`src/rtl/fetch_pkg.sv`:
```
// Shared types for the fetch controller.
//   RESET_PC_DEFAULT : default first fetch address after reset (word aligned)
//   fetch_state_e    : fetch controller state (RUN, HALT, FAULT)
//   fetch_entry_t    : one queued fetch result, {pc, ir}
package fetch_pkg;

    localparam logic [31:0] RESET_PC_DEFAULT = 32'h0000_0000;

    typedef enum logic [1:0] {
        ST_RUN   = 2'd0,
        ST_HALT  = 2'd1,
        ST_FAULT = 2'd2
    } fetch_state_e;

    typedef struct packed {
        logic [31:0] pc;
        logic [31:0] ir;
    } fetch_entry_t;

endpackage

```
`src/rtl/fetch_queue.sv`:
```
// Small synchronous FIFO holding {pc, ir} pairs between fetch and decode.
// Ports:
//   clk, rst     : clock, synchronous active-high reset
//   push         : write push_entry (ignored when full unless popping the same cycle)
//   push_entry   : entry to write
//   pop          : drop head entry (ignored when empty)
//   flush        : discard all entries; wins over push and pop
//   head         : registered head entry (storage clears to zero on reset)
//   count        : number of valid entries
//   full, empty  : occupancy flags
module fetch_queue
    import fetch_pkg::*;
#(
    parameter int QDEPTH = 2
) (
    input  logic                         clk,
    input  logic                         rst,
    input  logic                         push,
    input  fetch_entry_t                 push_entry,
    input  logic                         pop,
    input  logic                         flush,
    output fetch_entry_t                 head,
    output logic [$clog2(QDEPTH+1)-1:0]  count,
    output logic                         full,
    output logic                         empty
);

    localparam int PW = $clog2(QDEPTH);
    localparam int CW = $clog2(QDEPTH + 1);

    fetch_entry_t    mem_q [QDEPTH];
    fetch_entry_t    mem_d [QDEPTH];
    logic [PW-1:0]   rd_ptr_q, rd_ptr_d;
    logic [PW-1:0]   wr_ptr_q, wr_ptr_d;
    logic [CW-1:0]   count_q, count_d;
    logic            do_pop, do_push;

    always_comb begin
        mem_d    = mem_q;
        rd_ptr_d = rd_ptr_q;
        wr_ptr_d = wr_ptr_q;
        count_d  = count_q;
        do_pop   = pop && (count_q != '0);
        // A full queue accepts a push only when the head leaves the same cycle.
        do_push  = push && ((count_q != CW'(QDEPTH)) || do_pop);
        if (flush) begin
            rd_ptr_d = '0;
            wr_ptr_d = '0;
            count_d  = '0;
        end else begin
            if (do_push) begin
                mem_d[wr_ptr_q] = push_entry;
                wr_ptr_d        = wr_ptr_q + PW'(1);
            end
            if (do_pop) begin
                rd_ptr_d = rd_ptr_q + PW'(1);
            end
            count_d = count_q + CW'(do_push) - CW'(do_pop);
        end
    end

    always_ff @(posedge clk) begin
        if (rst) begin
            for (int i = 0; i < QDEPTH; i++) begin
                mem_q[i] <= '0;
            end
            rd_ptr_q <= '0;
            wr_ptr_q <= '0;
            count_q  <= '0;
        end else begin
            mem_q    <= mem_d;
            rd_ptr_q <= rd_ptr_d;
            wr_ptr_q <= wr_ptr_d;
            count_q  <= count_d;
        end
    end

    assign head  = mem_q[rd_ptr_q];
    assign count = count_q;
    assign full  = (count_q == CW'(QDEPTH));
    assign empty = (count_q == '0);

endmodule

```
`src/rtl/fetch_ctrl.sv`:
```
// PC sequencer for the combinational instruction memory. Owns the fetch PC,
// queues {pc, ir} pairs and hands them to decode over valid/ready.
// Ports:
//   clk, rst        : clock, synchronous active-high reset
//   imem_addr       : word-aligned fetch address (equals the fetch PC)
//   imem_data       : instruction at imem_addr, same cycle
//   redirect_valid  : execute requests a PC change this cycle
//   redirect_pc     : new fetch target (low two bits dropped)
//   halt            : level; no new fetches while high
//   out_valid/ready : decode handshake; an entry transfers on a cycle where both
//                     are high and no redirect is flushing the queue
//   out_pc, out_ir  : head entry
//   misalign        : sticky, a redirect target had nonzero low bits
//   fault           : sticky, the fetch PC left instruction memory
//   dbg_state       : current controller state
//   dbg_count       : current queue occupancy
module fetch_ctrl
    import fetch_pkg::*;
#(
    parameter logic [31:0] RESET_PC   = RESET_PC_DEFAULT,
    parameter int          IMEM_WORDS = 32768,
    parameter int          QDEPTH     = 2
) (
    input  logic                         clk,
    input  logic                         rst,
    output logic [31:0]                  imem_addr,
    input  logic [31:0]                  imem_data,
    input  logic                         redirect_valid,
    input  logic [31:0]                  redirect_pc,
    input  logic                         halt,
    output logic                         out_valid,
    input  logic                         out_ready,
    output logic [31:0]                  out_pc,
    output logic [31:0]                  out_ir,
    output logic                         misalign,
    output logic                         fault,
    output fetch_state_e                 dbg_state,
    output logic [$clog2(QDEPTH+1)-1:0]  dbg_count
);

    localparam logic [31:0] IMEM_WORDS_W = 32'(IMEM_WORDS);

    fetch_state_e  state_q, state_d;
    logic [31:0]   fetch_pc_q, fetch_pc_d;
    logic          misalign_q, misalign_d;
    logic          fault_q, fault_d;

    logic          redirect, in_range, pop, do_push;
    logic          q_full, q_empty;
    fetch_entry_t  q_head, q_push_entry;

    // FAULT is terminal: redirects are ignored there.
    assign redirect = redirect_valid && (state_q != ST_FAULT);
    assign in_range = ({2'b00, fetch_pc_q[31:2]} < IMEM_WORDS_W);
    assign pop      = !q_empty && out_ready;

    always_comb begin
        do_push      = (state_q == ST_RUN) && !halt && !redirect && in_range
                       && (!q_full || pop);
        q_push_entry = '{pc: fetch_pc_q, ir: imem_data};

        fetch_pc_d = fetch_pc_q;
        if (redirect) begin
            fetch_pc_d = {redirect_pc[31:2], 2'b00};
        end else if (do_push) begin
            fetch_pc_d = fetch_pc_q + 32'd4;   // wraps mod 2^32
        end

        state_d = state_q;
        if (state_q != ST_FAULT) begin
            if (!redirect && !in_range) begin
                state_d = ST_FAULT;
            end else if (halt) begin
                state_d = ST_HALT;
            end else begin
                state_d = ST_RUN;
            end
        end

        misalign_d = misalign_q || (redirect && (redirect_pc[1:0] != 2'b00));
        fault_d    = fault_q || ((state_q != ST_FAULT) && !redirect && !in_range);
    end

    always_ff @(posedge clk) begin
        if (rst) begin
            state_q    <= ST_RUN;
            fetch_pc_q <= RESET_PC;
            misalign_q <= 1'b0;
            fault_q    <= 1'b0;
        end else begin
            state_q    <= state_d;
            fetch_pc_q <= fetch_pc_d;
            misalign_q <= misalign_d;
            fault_q    <= fault_d;
        end
    end

    // Redirect flushes everything, including a head that decode is accepting.
    fetch_queue #(.QDEPTH(QDEPTH)) u_queue (
        .clk        (clk),
        .rst        (rst),
        .push       (do_push),
        .push_entry (q_push_entry),
        .pop        (pop),
        .flush      (redirect),
        .head       (q_head),
        .count      (dbg_count),
        .full       (q_full),
        .empty      (q_empty)
    );

    assign imem_addr = fetch_pc_q;
    assign out_valid = !q_empty;
    assign out_pc    = q_head.pc;
    assign out_ir    = q_head.ir;
    assign misalign  = misalign_q;
    assign fault     = fault_q;
    assign dbg_state = state_q;

endmodule
```
`config.mk`:
```
export PLATFORM = sky130hd
export DESIGN_NAME = fetch_ctrl
export DESIGN_NICKNAME = d
export VERILOG_FILES = /design/src/rtl/fetch_pkg.sv /design/src/rtl/fetch_queue.sv /design/src/rtl/fetch_ctrl.sv
export SDC_FILE = /design/constraint.sdc
export NUM_CORES = 1
export LEC_CHECK = 0
export BUFFER_PORTS_ARGS = -buffer_cell sky130_fd_sc_hd__buf_2
export CORE_UTILIZATION = 30
export CTS_BUF_LIST = sky130_fd_sc_hd__clkbuf_8
export CTS_CLUSTER_DIAMETER = 200
export DETAILED_ROUTE_END_ITERATION = 8
export PLACE_DENSITY_LB_ADDON = 0.05
export SYNTH_ARGS = -nofsm -noshare
export SYNTH_HDL_FRONTEND = slang
export SYNTH_SLANG_ARGS = --single-unit
export TNS_END_PERCENT = 30
```
`constraint.sdc`:
```
create_clock -name clk -period 2.6 [get_ports clk]
set_input_delay 0.52 -clock clk [delete_from_list [all_inputs] [get_ports clk]]
set_output_delay 0.52 -clock clk [all_outputs]
set_load 0.02 [all_outputs]
```
-- Yosys cells after proc, flatten, opt, wreduce, memory -nomap -nowiden
Index checks and enable logic that the tools add are counted.
- register bits after elaboration: 168
- word-level logic and storage cells: 66
- output and inout bits: 103
- input bits: 69
- mux-type cells: 10
- equal/unequal tests: 3
- bitwise operators: 3
- reductions and logical operators: 29
- magnitude comparators: 4
- $add $sub $neg: 5
- operators with widths (operator ; count):
    64-bit two-way mux ; 4
    128-bit bitwise mux ; 1
    64-bit demux with 1-bit select ; 1
    32-bit two-way mux ; 2
    32-bit by 3-bit adder with 32-bit output, second input constant ; 1
    30-bit by 16-bit < comparator with 1-bit output, second input constant ; 1
    1-bit logical AND ; 13
    2-bit nonzero test ; 3
    1-bit zero test ; 5
    2-bit greater-or-equal comparator, second input constant ; 2
    2-bit zero test ; 2
    1-bit logical OR ; 4
    2-bit != test, second input constant ; 2
    1-bit NOT with 2-bit output ; 2
    1-bit adder, second input constant ; 2
    2-bit by 1-bit adder with 2-bit output ; 1
    2-bit equality test, second input constant ; 1
    2-bit by 1-bit < comparator with 1-bit output, second input constant ; 1
    2-bit two-way mux ; 1
    2-bit AND reduction ; 1
    2-bit OR reduction ; 1
    2-bit by 1-bit subtractor with 2-bit output ; 1
    1-bit two-way mux ; 1
    1-bit NOT ; 1

-- Logic depth before layout (Yosys ltp)
Gate-level depths: netlist of the first run.
- depth after elaboration: 9
- gate-level depth with buffers: 7
- depth with buffers taken out: 6

-- Hierarchy
A second synthesis of the first run with hierarchy kept.
- cells, all modules: 784
- area, all modules: 7957.6 um^2
- modules (own cells, without submodules) (module ; sequential area each (um^2) ; area each (um^2) ; cells each ; instances):
    fetch_queue ; 2642.5 ; 6297.3 ; 584 ; 1
    fetch_ctrl ; 680.7 ; 1660.3 ; 200 ; 1

-- Least setup slack after synthesis of the first run
OpenSTA, ideal clock, no wires.
- kind: in2reg
- start point: input out_ready
- end point: register u_queue.mem_q[66] (netlist bit)
- buffers on the path: 2
- stages: 7
- data required time: 2530 ps
- setup slack: 703 ps
- arrival time: 1827 ps
- cells stage by stage: or3b_1 and2_1 nand3_1 buf_2 buf_1 nand2_1 a21oi_1
- cells in the longest elaborated chain, start to end: 5
- elaborated cells between the ends (all ways): 7
- ends and longest elaborated chain (item ; line ; text):
    from (decl) ; fetch_ctrl.sv:32 ; input logic out_ready,
    1-bit logical AND * ; fetch_ctrl.sv:55 ; assign pop = !q_empty && out_ready;
    1-bit logical OR / 1-bit logical AND (equally long branches) ; fetch_ctrl.sv:59, fetch_queue.sv:43 ;
    1-bit logical AND / 1-bit logical OR (equally long branches) ; fetch_ctrl.sv:59, fetch_queue.sv:45 ;
    1-bit logical AND * ; fetch_queue.sv:45 ; do_push = push && ((count_q != CW'(QDEPTH)) || do_pop);
    2-bit AND reduction (no line) * ; - ;
    to (signal assigned) ; fetch_queue.sv:71 ; mem_q <= mem_d;
    to (decl) ; fetch_queue.sv:31 ; fetch_entry_t mem_q [QDEPTH];
Every way passes the cells marked *; elsewhere a longest branch is shown, timed or not.
A chain may end at the register's enable or synchronous reset.

-- Worst setup path in the final report of the first run
- start point: register u_queue.rd_ptr_q
- end point: output out_ir[6]
- cells in the longest elaborated chain, start to end: 4
- ends and longest elaborated chain (item ; line ; text):
    from (decl) ; fetch_queue.sv:33 ; logic [PW-1:0] rd_ptr_q, rd_ptr_d;
    from (signal assigned) ; fetch_queue.sv:72 ; rd_ptr_q <= rd_ptr_d;
    1-bit NOT with 2-bit output (not written as such) ; fetch_queue.sv:78 ; assign head = mem_q[rd_ptr_q];
    64-bit two-way mux (not written as such) (3 in a row) ; fetch_queue.sv:78 ;
    to (decl) ; fetch_ctrl.sv:34 ; output logic [31:0] out_ir,
Every way passes these cells. The select of a mux whose other input is x is not followed.

==> impl.org, run 1 <==
** Run status
- Status :: finished, final reports clean

** Placement
- The wire-length estimate of the detail-placed layout is 12600 um.
- Once placement finished, the instance area stood at 7810 sq um.
- Buffers added on ports :: 167
- Routability-driven placement finished with a final weighted congestion of 0.749.

** Power
- Fraction of power consumed by sequential logic :: 0.533
- Total power density per cell area :: 598 nW/um^2
- Power dissipated by switching net loads :: 1.36 mW
- Cell Int Power :: 3.54 mW
- Maximum ir drop on the vdd rail :: 0.000239 V
- Of the total power, the share spent switching nets is 0.278.
- Combinational share of power :: 0.098
- Summed over all cells, the static leakage comes to 3.33 nW.
- Clock network fraction of design power :: 0.368

** Die
- Floorplan die area :: 22700 sq um
- After floorplanning, the core was sized to cover 21800 sq um.
- Die height :: 151 um
- In this run the count of I/O pins placed on the die edge is 172.
- The floorplan has 54 rows.
- The floorplan step set the die width to 151 um.
- Effective utilization at floorplan :: 0.305

** Logic synthesis
- Area share of fa/ha/maj cells after synthesis :: 0.00377
- Of all flip-flops after synthesis, the portion carrying an async set or reset was 0.
- By area the synthesized netlist is led by sky130_fd_sc_hd__dfxtp_1 (49%), sky130_fd_sc_hd__nand2_1 (13%), sky130_fd_sc_hd__mux2_2 (11%), sky130_fd_sc_hd__a21oi_1 (8.5%), sky130_fd_sc_hd__and2_1 (3.0%).
- Yosys printed 0 warnings.
- sky130_fd_sc_hd__dfxtp_1 takes more of the synthesized area than any other cell.
- Post-Syn Instances :: 769
- A synthesized cell averages 8.63 sq um.
- Mux contribution to synthesized area :: 0.112
- Number of different library cells in the post-synthesis netlist :: 47
- Sequential element share of the synthesized area :: 0.489
- Of the total synthesized cell area, the portion taken by XOR and XNOR cells is 0.00924.
- Netlist Area Pre-Place :: 6630 sq um
- Number of enable-type register cells in the synthesized netlist :: 0
- Counting flops and latches in the post-synthesis netlist gives 162.
- After synthesis, the largest family of logic cells by area is simple AND/OR/NAND/NOR gates.
- Fraction of the mapped netlist area in simple logic gates :: 0.233
- The post-synthesis compound-gate area fraction was 0.111.
- Yosys top cell area share :: 0.489
- Among all flip-flop cells after synthesis, the most frequent one is sky130_fd_sc_hd__dfxtp_1.

** Job
- Max Cap Viol :: 0

** Setup path
- On the critical path the largest part of the delay comes from flip-flops.
- At the worst endpoint, the required time is 2080 ps.
- Slowest stage delay, CP :: 610 ps
- The number of buffers and inverters on the critical path is 2.
- For the worst setup path, the data arrival time is 1910 ps.
- Along the worst path, the maximum fanout reaches 25.
- Element type at the critical path end :: primary output
- Type of the worst setup path :: reg -> out
- The signal on the critical path passes through buf_4 > mux2_2 > buf_2.
- Slowest cell on the critical path :: sky130_fd_sc_hd__dfxtp_4
- STA classifies the critical path startpoint as a register.

** Drt
- The pre-antenna-repair detailed-routing pass consisted of 5 iterations.
- # DRC :: 0
- Count of vias placed by the detailed router :: 5667
- Using the TritonRoute via totals, the vias-per-cell ratio works out to 4.68.
- For this block, the routed nets add up to 19000 um of wire.
- Number of DRC violations after detailed-routing iteration 0 :: 206
- The detail route stage leaves a number of antenna-violating nets equal to 0.
- After detailed routing, the average wire length per cell comes to 15.7 um.

** STA
- The hold violation total from the final report is 0.
- Setup violations remaining at the end of the flow were counted as 0.
- Max-slew violation count :: 0
- Setup total negative slack on the finished layout was measured at 0 ps.
- Final period utilization :: 0.936
- Across the routed clock network, the largest skew measured is 17.3 ps.
- Max Clock Freq :: 411 MHz
- Worst-margin pin slew :: 592 ps
- Hold is met by 298 ps.
- Tightest slew margin relative to the limit :: 0.605
- RSZ-0062 raised after global routing :: no
- Subtracting the final worst setup slack from the clock period gives 2430 ps.

** CTS
- Register clock-pin slew on the reported worst setup and hold paths :: 100 ps
- Clock tree synthesis inserted a total of 17 buffers.
- Setup fix buffers added after clock tree synthesis :: 0
- Clk sink count :: 162
- Max clock buf depth :: 2
- The number of gates resized after CTS was 0.
- In this run the number of H-tree levels came out at 4.
- Hold repair after CTS inserted 0 buffers.
- Insertion delay of the later-clocked pin in the worst-skew pair :: 450 ps
- Root buf cell :: sky130_fd_sc_hd__clkbuf_8
- Clock tree from TritonCTS :: built

** Finish
- Proportion of layout cells with a drive suffix above 1 :: 0.318
- Area Overhead vs Synth :: 23.6%
- Final Core Density :: 0.377
- Post-route design area :: 8200 sq um
- Total Nets Final :: 988
- # fillers :: 2255

** Global routing
- Number of global-route vias before repair :: 5616
- The total overflow left after global routing is 0.
- The first global-routing pass estimated 29600 um of wire.
- The initial antenna violation count is 3.
- GRT Total Usage :: 0.170
- Entering global routing, the biggest net connects 66 pins.

** Hold path
- Class of the tightest hold or removal check :: in -> reg
worst reg2reg max path: stages (launching register included):
cell	delay [ps]
sky130_fd_sc_hd__dfxtp_1	360
sky130_fd_sc_hd__nor4_4	380
sky130_fd_sc_hd__nand4_4	350
sky130_fd_sc_hd__nor3_4	340
sky130_fd_sc_hd__buf_12	290
sky130_fd_sc_hd__nand2_1	110
sky130_fd_sc_hd__a21oi_1	140
per-stage QoR:
stage / setup slack [ps] / cells / power [mW]
after CTS: 105 / 1209 / 5.00
after floorplan: 703 / 772 / 2.95
final: 165 / 1211 / 4.90
after detailed placement: 486 / 1178 / 3.16
after global routing: 54.6 / 1209 / 5.14
after global placement: 529 / 1178 / 3.16
synthesized netlist by cell type, types with 6 or more instances:
master,count
sky130_fd_sc_hd__nand2_1,224
sky130_fd_sc_hd__dfxtp_1,162
sky130_fd_sc_hd__a21oi_1,113
sky130_fd_sc_hd__mux2_2,64
sky130_fd_sc_hd__and2_1,32
sky130_fd_sc_hd__clkbuf_1,31
sky130_fd_sc_hd__nor2_1,22
sky130_fd_sc_hd__nor3_1,16
sky130_fd_sc_hd__buf_1,11
sky130_fd_sc_hd__buf_2,11
sky130_fd_sc_hd__a211oi_1,8
sky130_fd_sc_hd__and4_1,6
sky130_fd_sc_hd__xnor2_1,6
per-layer routing:
metal	track usage	vias up	wire, um
met2	0.284	144	8920
li1	-	2869	-
met4	0.0450	2	189
met3	0.0512	18	1220
met1	0.213	2634	8630
met5	0	-	13
logic make-up (layout without fill, tap and decap cells):
group / count (synthesis) / count (layout)
AND/OR/NAND/NOR: 332 / 332
flip-flops: 162 / 162
AO/OA/AOI/OAI: 136 / 136
multiplexers: 66 / 66
buffers and inverters: 63 / 220
XOR/XNOR: 7 / 7
adder cells (fa/ha/maj): 2 / 2
other: 1 / 6
sequential cells by signal (all words and copies together) (netlist names):
register / flops
u_queue.count: 2
fault: 1
imem_addr: 30
u_queue.mem_q: 124
dbg_state: 2
misalign: 1
u_queue.wr_ptr_q: 1
u_queue.rd_ptr_q: 1
worst paths after layout:
path	start	to	slack [ps]	depth (start not counted)
max	u_queue.rd_ptr_q	out_ir[6]	170	3
min	redirect_pc[25]	imem_addr[25]	300	3
max reg2reg	imem_addr[23]	u_queue.mem_q[39]	530	6
min reg2reg	misalign	misalign	450	2
cell usage in the layout (no fill, tap or decap), drive strengths merged, types with 2 or more instances in the layout:
| cell | instances |
|---|---|
| o21bai | 3 |
| and4 | 6 |
| nand4 | 4 |
| nor2 | 23 |
| ha | 2 |
| o21ai | 4 |
| and2 | 33 |
| inv | 10 |
| nor2b | 2 |
| a311oi | 2 |
| a21oi | 113 |
| conb | 4 |
| nand2 | 224 |
| mux2 | 64 |
| xnor2 | 6 |
| and3 | 2 |
| nor4 | 7 |
| nor3 | 18 |
| nand3 | 5 |
| nand2b | 3 |
| dfxtp | 162 |
| diode | 2 |
| clkbuf | 19 |
| clkinv | 5 |
| mux2i | 2 |
| buf | 184 |
| a211oi | 9 |
final cells by class:
cell class | count | area (sq um) | area share
Sequential cell | 162 | 3250 | 0.396
Antenna cell | 2 | 5.00 | 0.000611
Tap cell | 280 | 350 | 0.0427
Inverter | 5 | 18.8 | 0.00229
Clock inverter | 12 | 123 | 0.0150
Multi-Input combinational cell | 547 | 3150 | 0.384
Clock buffer | 19 | 262 | 0.0319
Timing Repair Buffer | 184 | 1040 | 0.127
power by group through the flow:
stage                     sequential, mW  clock [mW]  combinational, mW
after floorplan                     2.70           0              0.253
after global placement              2.67           0              0.487
after detailed placement            2.67           0              0.490
after CTS                           2.61        1.89              0.491
after global routing                2.63        1.98              0.531
final                               2.61        1.81              0.482
Note: power is estimated with default switching activity, not from simulation.
==> run 2, diff against run 1 <==
--- a/config.mk
+++ b/config.mk
@@ -5,7 +5,8 @@
 export SDC_FILE = /design/constraint.sdc
 export NUM_CORES = 1
 export LEC_CHECK = 0
-export BUFFER_PORTS_ARGS = -buffer_cell sky130_fd_sc_hd__buf_2
+export BUFFER_PORTS_ARGS = -buffer_cell sky130_fd_sc_hd__clkbuf_2
+export CORE_MARGIN = 3
 export CORE_UTILIZATION = 30
 export CTS_BUF_LIST = sky130_fd_sc_hd__clkbuf_8
 export CTS_CLUSTER_DIAMETER = 200
==> impl.org, run 2 (same netlist as run 1, synthesis figures left out) <==
** Drt
- Number of DRC violations after detailed-routing iteration 0 :: 257 (+25%)
- Wire per inst :: 16.0 um (+2.2%)
- The first-pass detailed-route iteration total was 4 (-1).
- Detailed-route vias per instance :: 4.72 (+0.93%)
- Count of vias placed by the detailed router :: 5710 (+0.76%)
- Total routed wirelength :: 19400 um (+2.1%)
- The detailed-route DRC error count is 0 (unchanged).
- Number of nets with antenna violations after detailed routing :: 0 (unchanged)

** CTS
- Clk sink count :: 162 (unchanged)
- The number of gates resized after cts came to 0 (unchanged).
- Max clock buf depth :: 2 (unchanged)
- Insertion delay of the later-clocked pin in the worst-skew pair :: 450 ps (about the same)
- Root buf cell :: sky130_fd_sc_hd__clkbuf_8
- The number of buffers inserted by hold repair at cts is 0 (unchanged).
- H-Tree Level Count :: 4 (unchanged)
- The clock transition time at the flip-flop clock pins of the worst setup and hold paths is 100 ps (about the same).
- Clock tree from TritonCTS :: built
- The post-CTS setup repair buffer count came to 0 (unchanged).
- The clock buffer count from CTS came to 17 (unchanged).

** Die
- I/O pins :: 172 (unchanged)
- The initial cell density of the core is 0.311 (+0.00575).
- The floorplan die width is 155 um (+2.7%).
- The number of standard-cell rows in the floorplan is 53 (-1.9%).
- The total core area is 21400 sq um (-1.9%).
- Floorplan die area :: 23900 sq um (+5.4%)
- Die height :: 155 um (+2.7%)

** STA
- Final period utilization :: 0.938 (+0.00151)
- The clock period minus worst slack is 2440 ps (+3.94 ps).
- The clock skew after layout came to 17.4 ps (+0.124 ps).
- Setup repair after global routing left no endpoint under its margin.
- Final number of setup-violating endpoints :: 0 (unchanged)
- The number of max-slew violations in the final report was 0 (unchanged).
- Fin Setup TNS :: 0 ps (unchanged)
- Smallest setup slack after layout :: 161 ps (-3.94 ps)
- Tightest hold margin :: 290 ps (-7.48 ps)
- Hold Vio Cnt, Final :: 0 (unchanged)
- Max Clock Freq :: 410 MHz (-0.16%)

** Setup path
- CP top delay family :: flip-flops
- Critical path arrival :: 1920 ps (about the same)
- Slowest stage delay, CP :: 630 ps (+20 ps)
- Buffering stage count on the worst path with inverters included :: 2 (unchanged)
- Required time worst endpoint :: 2080 ps (about the same)
- The worst setup path is launched from a register.
- CP max FO :: 27 (+8.0%)
- The slowest stage of the critical path is the sky130_fd_sc_hd__dfxtp_4 cell.
- By startpoint and endpoint, the worst setup path is classified as reg -> out.
- Element type at the critical path end :: primary output
- Walking the worst path, the cells encountered are buf_4 > mux2_2 > clkbuf_2.

** Global routing
- The number of global-route vias before repair is 5891 (+4.9%).
- The fraction of met3 tracks used by global routing is 0.0467 (-0.00449).
- Largest net degree at the start of global routing :: 52 (-21%)
- The met1 usage is 0.208 (-0.00425).
- First-pass GRT wire length :: 31200 um (+5.4%)
- GRT Total Usage :: 0.162 (-0.00816)
- Antenna violations before repair :: 0 (-3)
- The global routing stage identified its most utilized layer as met2.
- The met2 demand-to-capacity share in global routing came to 0.272 (-0.0118).
- GRT overflow :: 0 (unchanged)

** Power
- The post-route total power was 5.16 mW (+5.3%).
- Total power density per cell area :: 627 nW/um^2 (+4.8%)
- Maximum ir drop on the vdd rail :: 0.000334 V (+39%)
- The leakage dissipation came to 3.29 nW (-1.1%).

** Finish
- Highest-count cells in the layout ignoring fill and taps :: sky130_fd_sc_hd__nand2_1 (224), sky130_fd_sc_hd__clkbuf_2 (166), sky130_fd_sc_hd__dfxtp_1 (161)
- Non-filler instance count after layout :: 1209 (-0.17%)
- Largest register by flop count :: u_queue.mem_q
- The library cell used most frequently in the layout, excluding fill and tap cells, is sky130_fd_sc_hd__nand2_1.
- The number of flip-flops in the largest register is 124 (unchanged).
- Total Nets Final :: 992 (+0.40%)
- Relative to the synthesized area, the layout overhead comes to 24.1%.
- The number of antenna cells inserted is 0 (-2).
- Final Core Density :: 0.385 (+0.00863)
- The share of post-route cells with drive strength above 1 came to 0.321 (+0.00365).
- Post-route design area :: 8230 sq um (+0.40%)

** Placement
- The cell area after placement is 7780 sq um (-0.34%).
- Buffers added on ports :: 167 (unchanged)
- Post-placement setup slack :: 234 ps (-252 ps)
- The routability-driven placement congestion ratio was 0.754 (+0.64%).
- Placed insts :: 1177 (-0.085%)
- The post-DP HPWL was 13200 um (+4.8%).

** Hold path
- The worst hold path belongs to the class in -> reg.

** Job
- Max Cap Viol :: 0 (unchanged)

** Run status
- The run finished with clean final reports.
==> run 2: layout make-up <==
type / count / area [sq um]
Clock buffer: 19 / 262
Clock inverter: 13 / 186
Fill cell: 2209 / 13100
Inverter: 5 / 18.8
Multi-Input combinational cell: 547 / 3150
Sequential cell: 162 / 3250
Tap cell: 275 / 344
Timing Repair Buffer: 188 / 1020
==> run 2: worst paths after layout <==
path                          from           endpoint  slack [ps]  cells after the start
setup / recovery  u_queue.rd_ptr_q          out_ir[4]         160                      3
hold / removal     redirect_pc[28]      imem_addr[28]         290                      3
setup reg to reg     imem_addr[31]  u_queue.mem_q[15]         450                      6
hold reg to reg           misalign           misalign         450                      2
==> run 2: report_power, final <==
group / switching [mW] / total (mW) / internal, mW
logic: 0.306 / 0.485 / 0.178
clock network: 1.02 / 2.06 / 1.04
registers: 0.0784 / 2.61 / 2.53
==> run 2: per-layer routing <==
metal	vias to the layer above	routed length [um]
met5	-	0
met4	0	143
met1	2698	8950
met2	134	9230
li1	2869	-
met3	9	1040
==> run 2: worst register-to-register path: stages, from the launching register on <==
cell and delay (ps):
sky130_fd_sc_hd__dfxtp_1 360, sky130_fd_sc_hd__nor3_1 380, sky130_fd_sc_hd__nand4_4 350, sky130_fd_sc_hd__nor3_4 310, sky130_fd_sc_hd__buf_4 420, sky130_fd_sc_hd__nand2_1 110, sky130_fd_sc_hd__a21oi_1 140
==> run 3, diff against run 2 <==
--- a/config.mk
+++ b/config.mk
@@ -5,6 +5,7 @@
 export SDC_FILE = /design/constraint.sdc
 export NUM_CORES = 1
 export LEC_CHECK = 0
+export ABC_AREA = 1
 export BUFFER_PORTS_ARGS = -buffer_cell sky130_fd_sc_hd__clkbuf_2
 export CORE_MARGIN = 3
 export CORE_UTILIZATION = 30
==> impl.org, run 3 <==
** STA
- Smallest setup slack after layout :: 216 ps (+54.8 ps)
- Final period utilization :: 0.917 (-0.0211)
- The worst hold slack across all endpoints came to 294 ps (+4.06 ps).
- At the pin with the least slew margin, the transition time is 516 ps.
- Final min period :: 2380 ps (-54.8 ps)
- Max Clock Freq :: 419 MHz (+2.3%)
- The clock skew after layout came to 15.9 ps (-1.55 ps).
- Setup repair after global routing left no endpoint under its margin.
- Headroom to the max-slew limit came out at 0.655.
- The total negative slack for setup checks is 0 ps (unchanged).
- Max-slew violation count :: 0 (unchanged)
- Hold Vio Cnt, Final :: 0 (unchanged)
- The count of final setup violators came to 0 (unchanged).

** CTS
- Number of buffers added to fix hold violations after cts :: 0 (unchanged)
- The clock insertion delay at the later pin of the skew report came to 450 ps (about the same).
- The number of buffers on the longest clock path came to 2 (unchanged).
- The level count of the clock H-tree is 4 (unchanged).
- The total number of clock tree sinks came to 162 (unchanged).
- The number of gates resized after cts was 0 (unchanged).
- The post-CTS setup repair buffer count was 0 (unchanged).
- Root buf cell :: sky130_fd_sc_hd__clkbuf_8
- The clock transition time at the flip-flop clock pins of the worst setup and hold paths is 100 ps (about the same).
- CTS Buf Count :: 17 (unchanged)
- TritonCTS built the clock tree.

** Finish
- Most common cell after layout, fill and taps aside :: sky130_fd_sc_hd__nand2_1
- Area Overhead vs Synth :: 22.5%
- Proportion of layout cells with a drive suffix above 1 :: 0.214 (-0.108)
- More flip-flops sit in one register than any other, and that register is u_queue.mem_q.
- The number of antenna cells inserted was 0 (unchanged).
- The total non-filler cell area in the finished layout came to 8390 sq um (+1.9%).
- Total Nets Final :: 1210 (+22%)
- Highest-count cells in the layout ignoring fill and taps :: sky130_fd_sc_hd__nand2_1 (254), sky130_fd_sc_hd__nor2_1 (244), sky130_fd_sc_hd__clkbuf_2 (167)
- The number of flip-flops in the largest register is 124 (unchanged).
- The number of non-filler instances in the completed layout is 1432 (+18%).
- The utilization after layout was 0.380 (-0.00579).
- # fillers :: 2433 (+10%)

** Setup path
- The most numerous cell type found on the critical path is sky130_fd_sc_hd__nand2_1.
- Element type at the critical path end :: primary output
- Slack of the worst reg-to-reg path :: 750 ps (+300 ps)
- Type of the worst setup path :: reg -> out
- Critical path arrival :: 1860 ps (-60 ps)
- Buffering stage count on the worst path with inverters included :: 2 (unchanged)
- The count of cell instances traversed by the critical path is 4 (+1).
- Slowest stage delay, CP :: 630 ps (about the same)
- CP max FO :: 23 (-15%)
- Slowest cell on the critical path :: sky130_fd_sc_hd__dfxtp_2
- The data required time of the critical path came to 2080 ps (about the same).
- CP top delay family :: flip-flops
- Reg2reg path depth :: 8 (+2)
- Critical path cell sequence :: buf_4 > nand2_1 > nand2_1 > clkbuf_2
- STA classifies the critical path startpoint as a register.

** Logic synthesis
- The synthesized area per cell came to 6.84 sq um (-21%).
- Number of enable-type register cells in the synthesized netlist :: 0 (unchanged)
- The portion of synthesized cell area occupied by the leading cell type came to 0.474 (-0.0153).
- Most common cell in the synthesized netlist :: sky130_fd_sc_hd__nand2_1
- The unique cell type count in the Yosys netlist is 28 (-40%).
- Cell type with the highest aggregate area in the netlist :: sky130_fd_sc_hd__dfxtp_1
- Sequential element share of the synthesized area :: 0.474 (-0.0153)
- Ranked by instance count, the synthesized netlist is headed by sky130_fd_sc_hd__nand2_1 (254), sky130_fd_sc_hd__nor2_1 (244), sky130_fd_sc_hd__dfxtp_1 (162).
- Compound-cell area share of the yosys netlist :: 0.113 (+0.00182)
- Post-Syn Instances :: 1001 (+30%)
- After synthesis, the cell types taking the most area are sky130_fd_sc_hd__dfxtp_1 (47%), sky130_fd_sc_hd__nand2_1 (14%), sky130_fd_sc_hd__nor2_1 (13%), sky130_fd_sc_hd__o21ai_0 (8.5%), sky130_fd_sc_hd__clkbuf_1 (2.6%).
- The synthesized-area fraction occupied by adder cells is 0.00365 (-0.000118).
- Dominant combinational cell family by area after synthesis :: simple AND/OR/NAND/NOR gates
- Post-synthesis share of cell area spent on xor and xnor gates :: 0.00767 (-0.00157)
- The netlist area before placement came to 6850 sq um (+3.2%).
- The total of warnings raised by yosys was 0 (unchanged).
- FF+latch count, synth :: 162 (unchanged)
- Mux contribution to synthesized area :: 0 (-0.112)
- Among all flip-flop cells after synthesis, the most frequent one is sky130_fd_sc_hd__dfxtp_1.
- Fraction of the mapped netlist area in simple logic gates :: 0.330 (+0.0963)
- Ys async rst share :: 0 (unchanged)

** Drt
- Total routed wirelength :: 20200 um (+4.6%)
- Number of DRC violations after detailed-routing iteration 0 :: 284 (+11%)
- # DRC :: 0 (unchanged)
- The final antenna-violating net count was 0 (unchanged).
- Count of vias placed by the detailed router :: 6375 (+12%)
- The average routed wire per standard cell is 14.1 um (-12%).
- The average via count per standard cell is 4.45 (-5.7%).
- The first-pass detailed-route iteration total is 4 (unchanged).

** Placement
- Placed insts :: 1400 (+19%)
- The count of buffers from port buffering was 167 (unchanged).
- The cell area after placement is 7900 sq um (+1.5%).
- Detailed-placement wirelength estimate :: 12700 um (-3.6%)
- Final Wtd Congestion :: 0.797 (+5.8%)
- The setup slack after placement was 528 ps (+294 ps).

** Power
- Total power density per cell area :: 649 nW/um^2 (+3.5%)
- Sum of internal, switching and leakage power :: 5.44 mW (+5.5%)
- The maximum resistive drop on vdd is 0.000267 V (-20%).
- The leakage dissipation is 4.11 nW (+25%).

** Global routing
- Number of global-route vias before repair :: 6212 (+5.4%)
- The remaining global-route overflow is 0 (unchanged).
- Largest net degree at the start of global routing :: 115 (+120%)
- The all-layer global routing usage is 0.166 (+0.00384).
- The wire length of the first global-routing pass came to 32800 um (+5.0%).
- The initial antenna violation count came to 1 (+1).

** Hold path
- Class of the tightest hold or removal check :: in -> reg
- The depth of the worst hold-timing path came to 3 (unchanged).

** Die
- # rows :: 54 (+1.9%)
- Horizontal die dimension :: 157 um (+1.5%)
- Die height :: 157 um (+1.5%)
- The I/O pin count is 172 (unchanged).
- Placeable Area :: 22100 sq um (+3.5%)
- The full die area was 24700 sq um (+3.1%).
- Effective utilization at floorplan :: 0.310 (-0.000732)

** Job
- The total of max-cap violations was 0 (unchanged).

** Run status
- Status :: finished, final reports clean
[run 3: changes by cell type after synthesis, sizes merged, moves of 6 or more]
cell    previous run  this run
a211oi             9         0
a21oi            113        19
and2              33         0
and4               6         0
buf               27        20
clkbuf            31        47
inv                5        47
mux2              64         0
nand2            224       254
nand3              5        17
nor2              23       266
nor4               7         0
o21ai              4       128
[run 3: worst min-delay path: stages]
cell and delay [ps]:
sky130_fd_sc_hd__clkbuf_2 80, sky130_fd_sc_hd__nand2_1 50, sky130_fd_sc_hd__a21oi_1 50
[run 3: final cells by class]
type	instances	area (sq um)	share of cell area
Sequential cell	162	3240	0.387
Multi-Input combinational cell	728	3130	0.373
Timing Repair Buffer	183	1010	0.120
Tap cell	280	350	0.0418
Clock buffer	18	248	0.0295
Clock inverter	14	238	0.0283
Inverter	47	176	0.0210
[run 3: path summary, 6_finish.rpt]
kind,startpoint,to
worst max-delay path,u_queue.rd_ptr_q,out_pc[12]
worst max register to register,imem_addr[24],u_queue.mem_q[27]
worst min register to register,u_queue.mem_q[124],u_queue.mem_q[124]
worst min-delay path,redirect_pc[27],imem_addr[27]
[run 3: cell families (layout without fill, tap and decap cells)]
logic type,Yosys count,in the layout
DFF,162,162
AOI/OAI and AO/OA,152,152
adders and majority gates,2,2
other,1,4
xor gates and xnor gates,6,6
buffers and inverters,114,262
and+or+nand+nor,564,564
[run 3: report_power, final]
group	switching [mW]	internal, mW
Sequential	0.0867	2.55
Combinational	0.370	0.188
Clock	0.977	1.27
Total	1.43	4.01
[run 3: per-layer routing]
layer	routed length, um	vias up	part of all wire	GRT usage
met5	13	-	0.00064	0
met4	190	2	0.0094	0.0368
met3	971	13	0.048	0.0407
met2	9090	140	0.45	0.263
met1	9980	2830	0.49	0.230
li1	-	3390	-	-
